--- src/rtl/mac_pkg.sv ---
`default_nettype none
// ============================================================================
// Module   : mac_pkg
// Purpose  : Shared definitions for the MAC datapath: default datapath widths
//            (common to the multiplier, accumulator and writeback stage) and
//            the accumulator control-state encoding.
// Revision : 1.0 - initial release
// ============================================================================
package mac_pkg;

  // Default widths shared across the MAC datapath.
  localparam int unsigned MAC_PROD_W = 32;  // 16x16 multiplier output width
  localparam int unsigned MAC_ACC_W  = 40;  // accumulator width (> product width)
  localparam int unsigned MAC_CNT_W  = 8;   // beat-count field width

  // Accumulator control states.
  typedef enum logic [1:0] {
    ST_IDLE  = 2'd0,
    ST_ACCUM = 2'd1,
    ST_DONE  = 2'd2
  } mac_state_e;

endpackage : mac_pkg
`default_nettype wire

--- src/rtl/sat_add.sv ---
`default_nettype none
// ============================================================================
// Module   : sat_add
// Purpose  : Combinational unsigned saturating adder. Adds a zero-extended
//            PROD_W-bit addend to an ACC_W-bit accumulator value; if the
//            ACC_W-bit sum carries out, the result clamps to all-ones.
// Ports    : acc    in  ACC_W   current accumulator value
//            addend in  PROD_W  unsigned addend
//            sum    out ACC_W   saturated sum
//            sat    out 1       high when the sum was clamped
// Revision : 1.0 - initial release
// ============================================================================
module sat_add
  import mac_pkg::*;
#(
  parameter int unsigned PROD_W = MAC_PROD_W,
  parameter int unsigned ACC_W  = MAC_ACC_W
) (
  input  logic [ACC_W-1:0]  acc,
  input  logic [PROD_W-1:0] addend,
  output logic [ACC_W-1:0]  sum,
  output logic              sat
);

  // One extra bit captures the carry-out of the ACC_W-bit addition.
  logic [ACC_W:0]   raw_sum;
  logic [ACC_W-1:0] addend_ext;

  assign addend_ext = {{(ACC_W - PROD_W){1'b0}}, addend};
  assign raw_sum    = {1'b0, acc} + {1'b0, addend_ext};

  // Inputs are non-negative, so an all-ones accumulator either stays all-ones
  // (addend 0) or carries out and clamps back to all-ones.
  assign sat = raw_sum[ACC_W];
  assign sum = sat ? {ACC_W{1'b1}} : raw_sum[ACC_W-1:0];

endmodule : sat_add
`default_nettype wire

--- src/rtl/mac_accumulator.sv ---
`default_nettype none
// ============================================================================
// Module   : mac_accumulator
// Purpose  : Accumulates a run-time-programmed number of unsigned products
//            into a saturating wide accumulator and presents the dot-product
//            result over a valid/ready handshake.
// Ports    : clk       in  1       system clock (rising edge)
//            rst_n     in  1       asynchronous active-low reset
//            start     in  1       begin a new accumulation (sampled in IDLE)
//            len       in  CNT_W   number of products (sampled with start)
//            in_valid  in  1       product beat valid
//            in_ready  out 1       product accepted this cycle
//            prod      in  PROD_W  unsigned product
//            out_valid out 1       result valid
//            out_ready in  1       downstream accepts the result
//            acc_out   out ACC_W   accumulated sum
//            ovf       out 1       sticky saturation flag for this result
//            busy      out 1       high while accumulating or holding result
// Revision : 1.0 - initial release
// ============================================================================
module mac_accumulator
  import mac_pkg::*;
#(
  parameter int unsigned PROD_W = MAC_PROD_W,
  parameter int unsigned ACC_W  = MAC_ACC_W,
  parameter int unsigned CNT_W  = MAC_CNT_W
) (
  input  logic              clk,
  input  logic              rst_n,
  input  logic              start,
  input  logic [CNT_W-1:0]  len,
  input  logic              in_valid,
  output logic              in_ready,
  input  logic [PROD_W-1:0] prod,
  output logic              out_valid,
  input  logic              out_ready,
  output logic [ACC_W-1:0]  acc_out,
  output logic              ovf,
  output logic              busy
);

  mac_state_e       state_q, state_d;
  logic [ACC_W-1:0] acc_q, acc_d;
  logic [CNT_W-1:0] cnt_q, cnt_d;
  logic             ovf_q, ovf_d;
  logic             in_ready_q, in_ready_d;
  logic             out_valid_q, out_valid_d;
  logic             busy_q, busy_d;

  logic [ACC_W-1:0] add_sum;
  logic             add_sat;
  logic             beat;

  sat_add #(
    .PROD_W (PROD_W),
    .ACC_W  (ACC_W)
  ) u_sat_add (
    .acc    (acc_q),
    .addend (prod),
    .sum    (add_sum),
    .sat    (add_sat)
  );

  // in_ready_q is a registered decode of ACCUM, so this is the handshake.
  assign beat = in_valid & in_ready_q;

  always_comb begin
    state_d = state_q;
    acc_d   = acc_q;
    cnt_d   = cnt_q;
    ovf_d   = ovf_q;

    unique case (state_q)
      ST_IDLE: begin
        if (start) begin
          acc_d = '0;
          ovf_d = 1'b0;
          cnt_d = len;
          // An empty dot product goes straight to DONE with a zero result.
          state_d = (len != '0) ? ST_ACCUM : ST_DONE;
        end
      end

      ST_ACCUM: begin
        if (beat) begin
          acc_d = add_sum;
          ovf_d = ovf_q | add_sat;
          cnt_d = cnt_q - CNT_W'(1);
          if (cnt_q == CNT_W'(1)) begin
            state_d = ST_DONE;
          end
        end
      end

      ST_DONE: begin
        if (out_ready) begin
          state_d = ST_IDLE;
        end
      end

      default: begin
        state_d = ST_IDLE;
      end
    endcase
  end

  // Handshake outputs are decoded from the next state and registered, so they
  // depend only on the current state and never on in_valid/out_ready.
  always_comb begin
    in_ready_d  = (state_d == ST_ACCUM);
    out_valid_d = (state_d == ST_DONE);
    busy_d      = (state_d == ST_ACCUM) || (state_d == ST_DONE);
  end

  always_ff @(posedge clk or negedge rst_n) begin
    if (!rst_n) begin
      state_q     <= ST_IDLE;
      acc_q       <= '0;
      cnt_q       <= '0;
      ovf_q       <= 1'b0;
      in_ready_q  <= 1'b0;
      out_valid_q <= 1'b0;
      busy_q      <= 1'b0;
    end else begin
      state_q     <= state_d;
      acc_q       <= acc_d;
      cnt_q       <= cnt_d;
      ovf_q       <= ovf_d;
      in_ready_q  <= in_ready_d;
      out_valid_q <= out_valid_d;
      busy_q      <= busy_d;
    end
  end

  // The accumulator only changes on accepted beats or a start in IDLE, so it
  // is held stable throughout DONE.
  assign acc_out   = acc_q;
  assign ovf       = ovf_q;
  assign in_ready  = in_ready_q;
  assign out_valid = out_valid_q;
  assign busy      = busy_q;

endmodule : mac_accumulator
`default_nettype wire
--- config.mk ---
export PLATFORM = sky130hd
export DESIGN_NAME = mac_accumulator
export DESIGN_NICKNAME = d
export VERILOG_FILES = /design/src/rtl/mac_pkg.sv /design/src/rtl/sat_add.sv /design/src/rtl/mac_accumulator.sv
export SDC_FILE = /design/constraint.sdc
export NUM_CORES = 1
export LEC_CHECK = 0
export CAP_MARGIN = 40
export CORE_ASPECT_RATIO = 1.1
export CORE_MARGIN = 4
export CORE_UTILIZATION = 47
export CTS_CLUSTER_SIZE = 16
export DETAILED_ROUTE_END_ITERATION = 7
export GPL_TIMING_DRIVEN = 1
export PLACE_DENSITY = 0.82
export SETUP_SLACK_MARGIN = 0.02
export SLEW_MARGIN = 20
export SYNTH_ARGS = -nofsm -noshare
export SYNTH_HDL_FRONTEND = slang
export SYNTH_SLANG_ARGS = --single-unit
--- constraint.sdc ---
create_clock -name clk -period 2.85 [get_ports clk]
set_input_delay 0.855 -clock clk [delete_from_list [all_inputs] [get_ports clk]]
set_output_delay 0.855 -clock clk [all_outputs]
set_load 0.03 [all_outputs]
==> results_dict.tcl <==
set metrics [dict create \
    worstRegToRegCells 10 \
    hold_viol 0 \
    postSynthAreaPerCell_um2 8.582 \
    crit_required_ns 3.13 \
    fmax_mhz 350.5 \
    slew_violations 0 \
    holdPathStages 2 \
    core-area_um2 8408 \
    drc 0 \
    synthTopCellsByCount "nand2_1 (58), dfrtp_1 (54), a21oi_1 (40), ha_1 (36), nor2_1 (27)" \
    synthArstFlopShare_pct 100.0 \
    diodes 0 \
    final_cells 773 \
    switchingPower_mw 3.795 \
    rsz0062_at_grt "yes" \
    start_util_pct 48.59 \
    cap_viol_max_count 0 \
    vdd_drop_max_uv 639.0 \
    ys_seq_elements 54 \
    holdCritStartpoint "cnt_q[7]$_DFFE_PN0P_" \
    hold_path_end "cnt_q[7]$_DFFE_PN0P_" \
    h-tree-depth 2 \
    fin_skew_ns 0.01375 \
    path_class "input pin to flip-flop" \
    die_w_um 96.89 \
    cp.arrival_ns 3.13 \
    clock_sinks 54 \
    synth_fp_nets 558 \
    worst_path_most_repeated_cell "a21oi_2" \
    crit_path_end_kind "flip-flop" \
    ys_warn_count 0 \
    p_leak_nw 2.968 \
    layout-drive-gt1-share_pct 33.23 \
    drtIter0Drc 376 \
    viasPerCell 6.166 \
    yosys.cell_types.count 58 \
    grt_pass1_wl_mm 22.54 \
    fin_nets 743 \
    clock_path_buffers 2 \
    grt_pass1_vias 4769 \
    setup_viol 1 \
    p_comb_share_pct 74.0 \
    die_area_um2 10250 \
    cp-start-kind "input pin" \
    drt_pass1_iterations 5 \
    worst_r2r_endpoint "acc_out[33]$_DFFE_PN0P_" \
    slew_headroom_pct 50.75 \
    path_depth 11 \
    grt_max_degree 55 \
    synth_seq_area_share_pct 33.08 \
    yosys.area.top_type_share_pct 33.08 \
    power_frac_clock_pct 7.1 \
    synth_top_area_cell "dfrtp_1" \
    drt_wl_total_mm 15.59 \
    grt_antenna_before_repair 0 \
    cp_top_family "simple AND/OR/NAND/NOR gates" \
    layout_setup_ws_ns -0.003180 \
    cts_inserted_buffers 5 \
    period_minus_slack_ns 2.853 \
    multi_input_area_um2 3208 \
    crit_fanout 5 \
    hp-class "flip-flop to flip-flop" \
    worst_pin_slew_ns 0.7387 \
    yosys_most_used_dff "dfrtp_1" \
    fp.dieH_um 105.8 \
    hold_ws_ns 0.5050 \
    critPathBufInv 1 \
    overflow 0 \
    vias 4766 \
    register_area_um2 1351 \
    critical-path-max-stage-delay_ns 0.42 \
    path_cells "buf_4, ha_4, a21oi_2, nand4b_1, a21oi_2, nor2_2, o311ai_2, nand2_2, o211a_4, or4_4, nand4_1" \
    r2r-start "acc_out[1]$_DFFE_PN0P_" \
    powerDensity_nw_per_um2 1209 \
    place_congestion 0.9206 \
    grtUsageTotal_pct 26.40 \
    cts_tree "built" \
    ant_nets 0 \
    root_buffer "clkbuf_8" \
    synthTopCellsByArea "dfrtp_1 (33%), ha_1 (11%), nand2_1 (5.3%)" \
    area_delta_synth_final_pct 61.50 \
    p_sw_share_pct 47.58 \
    violations "negative setup slack" \
    rows 35 \
    cpMaxStageDelayCell "or4_4" \
    worstSkewPairLatency_ns 0.34 \
    post_drt_wl_per_cell_um 20.16 \
    synth.cell_area_um2 4085 \
    status "complete, but fails checks" \
    setup-tns-final_ns -0.003180 \
    dp_hpwl_mm 9.521 \
    port_buffers 88 \
    synth_edf_count 0 \
    io_pins 89 \
    dp_cells 743 \
    yosysMostFrequentCell "nand2_1" \
    min_period_over_period_pct 100.1 \
    clk_pin_slew_ns 0.11 \
    nFillCells 525 \
    power_frac_seq_pct 19.0 \
    internal_power_mw 4.182 \
    post_synth_inst_count 476 \
    r2r_slack_ns 0.12 \
]
repair_timing:
action	4_1_cts	5_1_grt
endpoints found under the setup margin	41	41
hold buffers	0	0
buffers inserted	8	12
resized for setup	95	55
cloned	1	1
pin swaps	48	45
worst min-delay path, cell delays in order, from the launching register on:
cell	delay (ns)
dfrtp_1	0.36
nand3_1	0.07
nand2_1	0.05
cells by family after synthesis:
| kind of cell | Yosys count | synth area share, % |
|---|---|---|
| compound gates | 168 | 27.72 |
| xor+xnor | 28 | 6.003 |
| simple gates | 148 | 17.12 |
| buf+inv | 40 | 4.288 |
| fa+ha+maj | 37 | 11.52 |
| flops | 54 | 33.08 |
| mux | 1 | 0.2756 |
how the worst max path moves through the flow:
stage / start / end / slack [ns]
floorplan: prod[0] / acc_out[35]$_DFFE_PN0P_ / -0.01
global placement: prod[11] / acc_out[30]$_DFFE_PN0P_ / -0.65
detailed placement: prod[11] / acc_out[30]$_DFFE_PN0P_ / -0.72
CTS: prod[24] / acc_out[35]$_DFFE_PN0P_ / 0.02
global route: prod[1] / acc_out[33]$_DFFE_PN0P_ / -0.07
finish: prod[1] / acc_out[33]$_DFFE_PN0P_ / -0.003
power by group through the flow:
stage	registers [mW]	clock network [mW]	logic, mW
2_1_floorplan	1.85	0	2.42
3_3_place_gp	1.41	0	4.67
3_5_place_dp	1.42	0	4.80
4_1_cts	1.47	0.561	5.31
5_1_grt	1.54	0.595	6.28
6_report	1.51	0.564	5.90
registers in the layout, summed over array words and instances, names as in the netlist:
name / cells
cnt_q: 8
in_ready: 1
out_valid: 1
state_q: 2
ovf: 1
acc_out: 40
busy: 1
cells in the final DEF, fill, tap and decap left out, types with 9 or more instances in the layout:
cell and n:
o211ai_1 18, dlygate4sd2_1 10, clkdlybuf4s50_1 62, nor2_1 25, o21ai_2 9, nand4_1 10
nand3_1 10, a22oi_1 19, xor2_1 13, dfrtp_1 54, nand2_1 56, a21o_1 12
ha_4 26, buf_4 103, inv_1 15, a21oi_1 30, o21ai_0 20, ha_1 10
xnor2_1 15
stage by stage:
step	total power [mW]	util (%)	instance area [um2]	setup slack, ns
finish	7.977	78.47	6598	-0.003180
global route	8.417	78.47	6598	-0.06734
CTS	7.339	75.13	6317	0.01952
detailed placement	6.225	68.18	5733	-0.7172
global placement	6.076	68.18	5733	-0.6530
floorplan	4.277	-	4155	-0.01222
metal layers:
metal / GRT usage (%) / wire length (um)
met1: 29.51 / 5628
met2: 48.47 / 8023
met3: 5.427 / 1103
met4: 10.93 / 830
met5: 0 / 0
layout make-up:
| cell class | instances | share of cell area, % |
|---|---|---|
| well taps | 111 | 2.105 |
| flip-flops and latches | 54 | 20.48 |
| inverters | 19 | 1.081 |
| clock inverters | 3 | 0.7396 |
| repair buffers | 199 | 25.92 |
| multi-input cells | 382 | 48.63 |
| clock buffers | 5 | 1.043 |
Power figures use the tool's default switching activity.
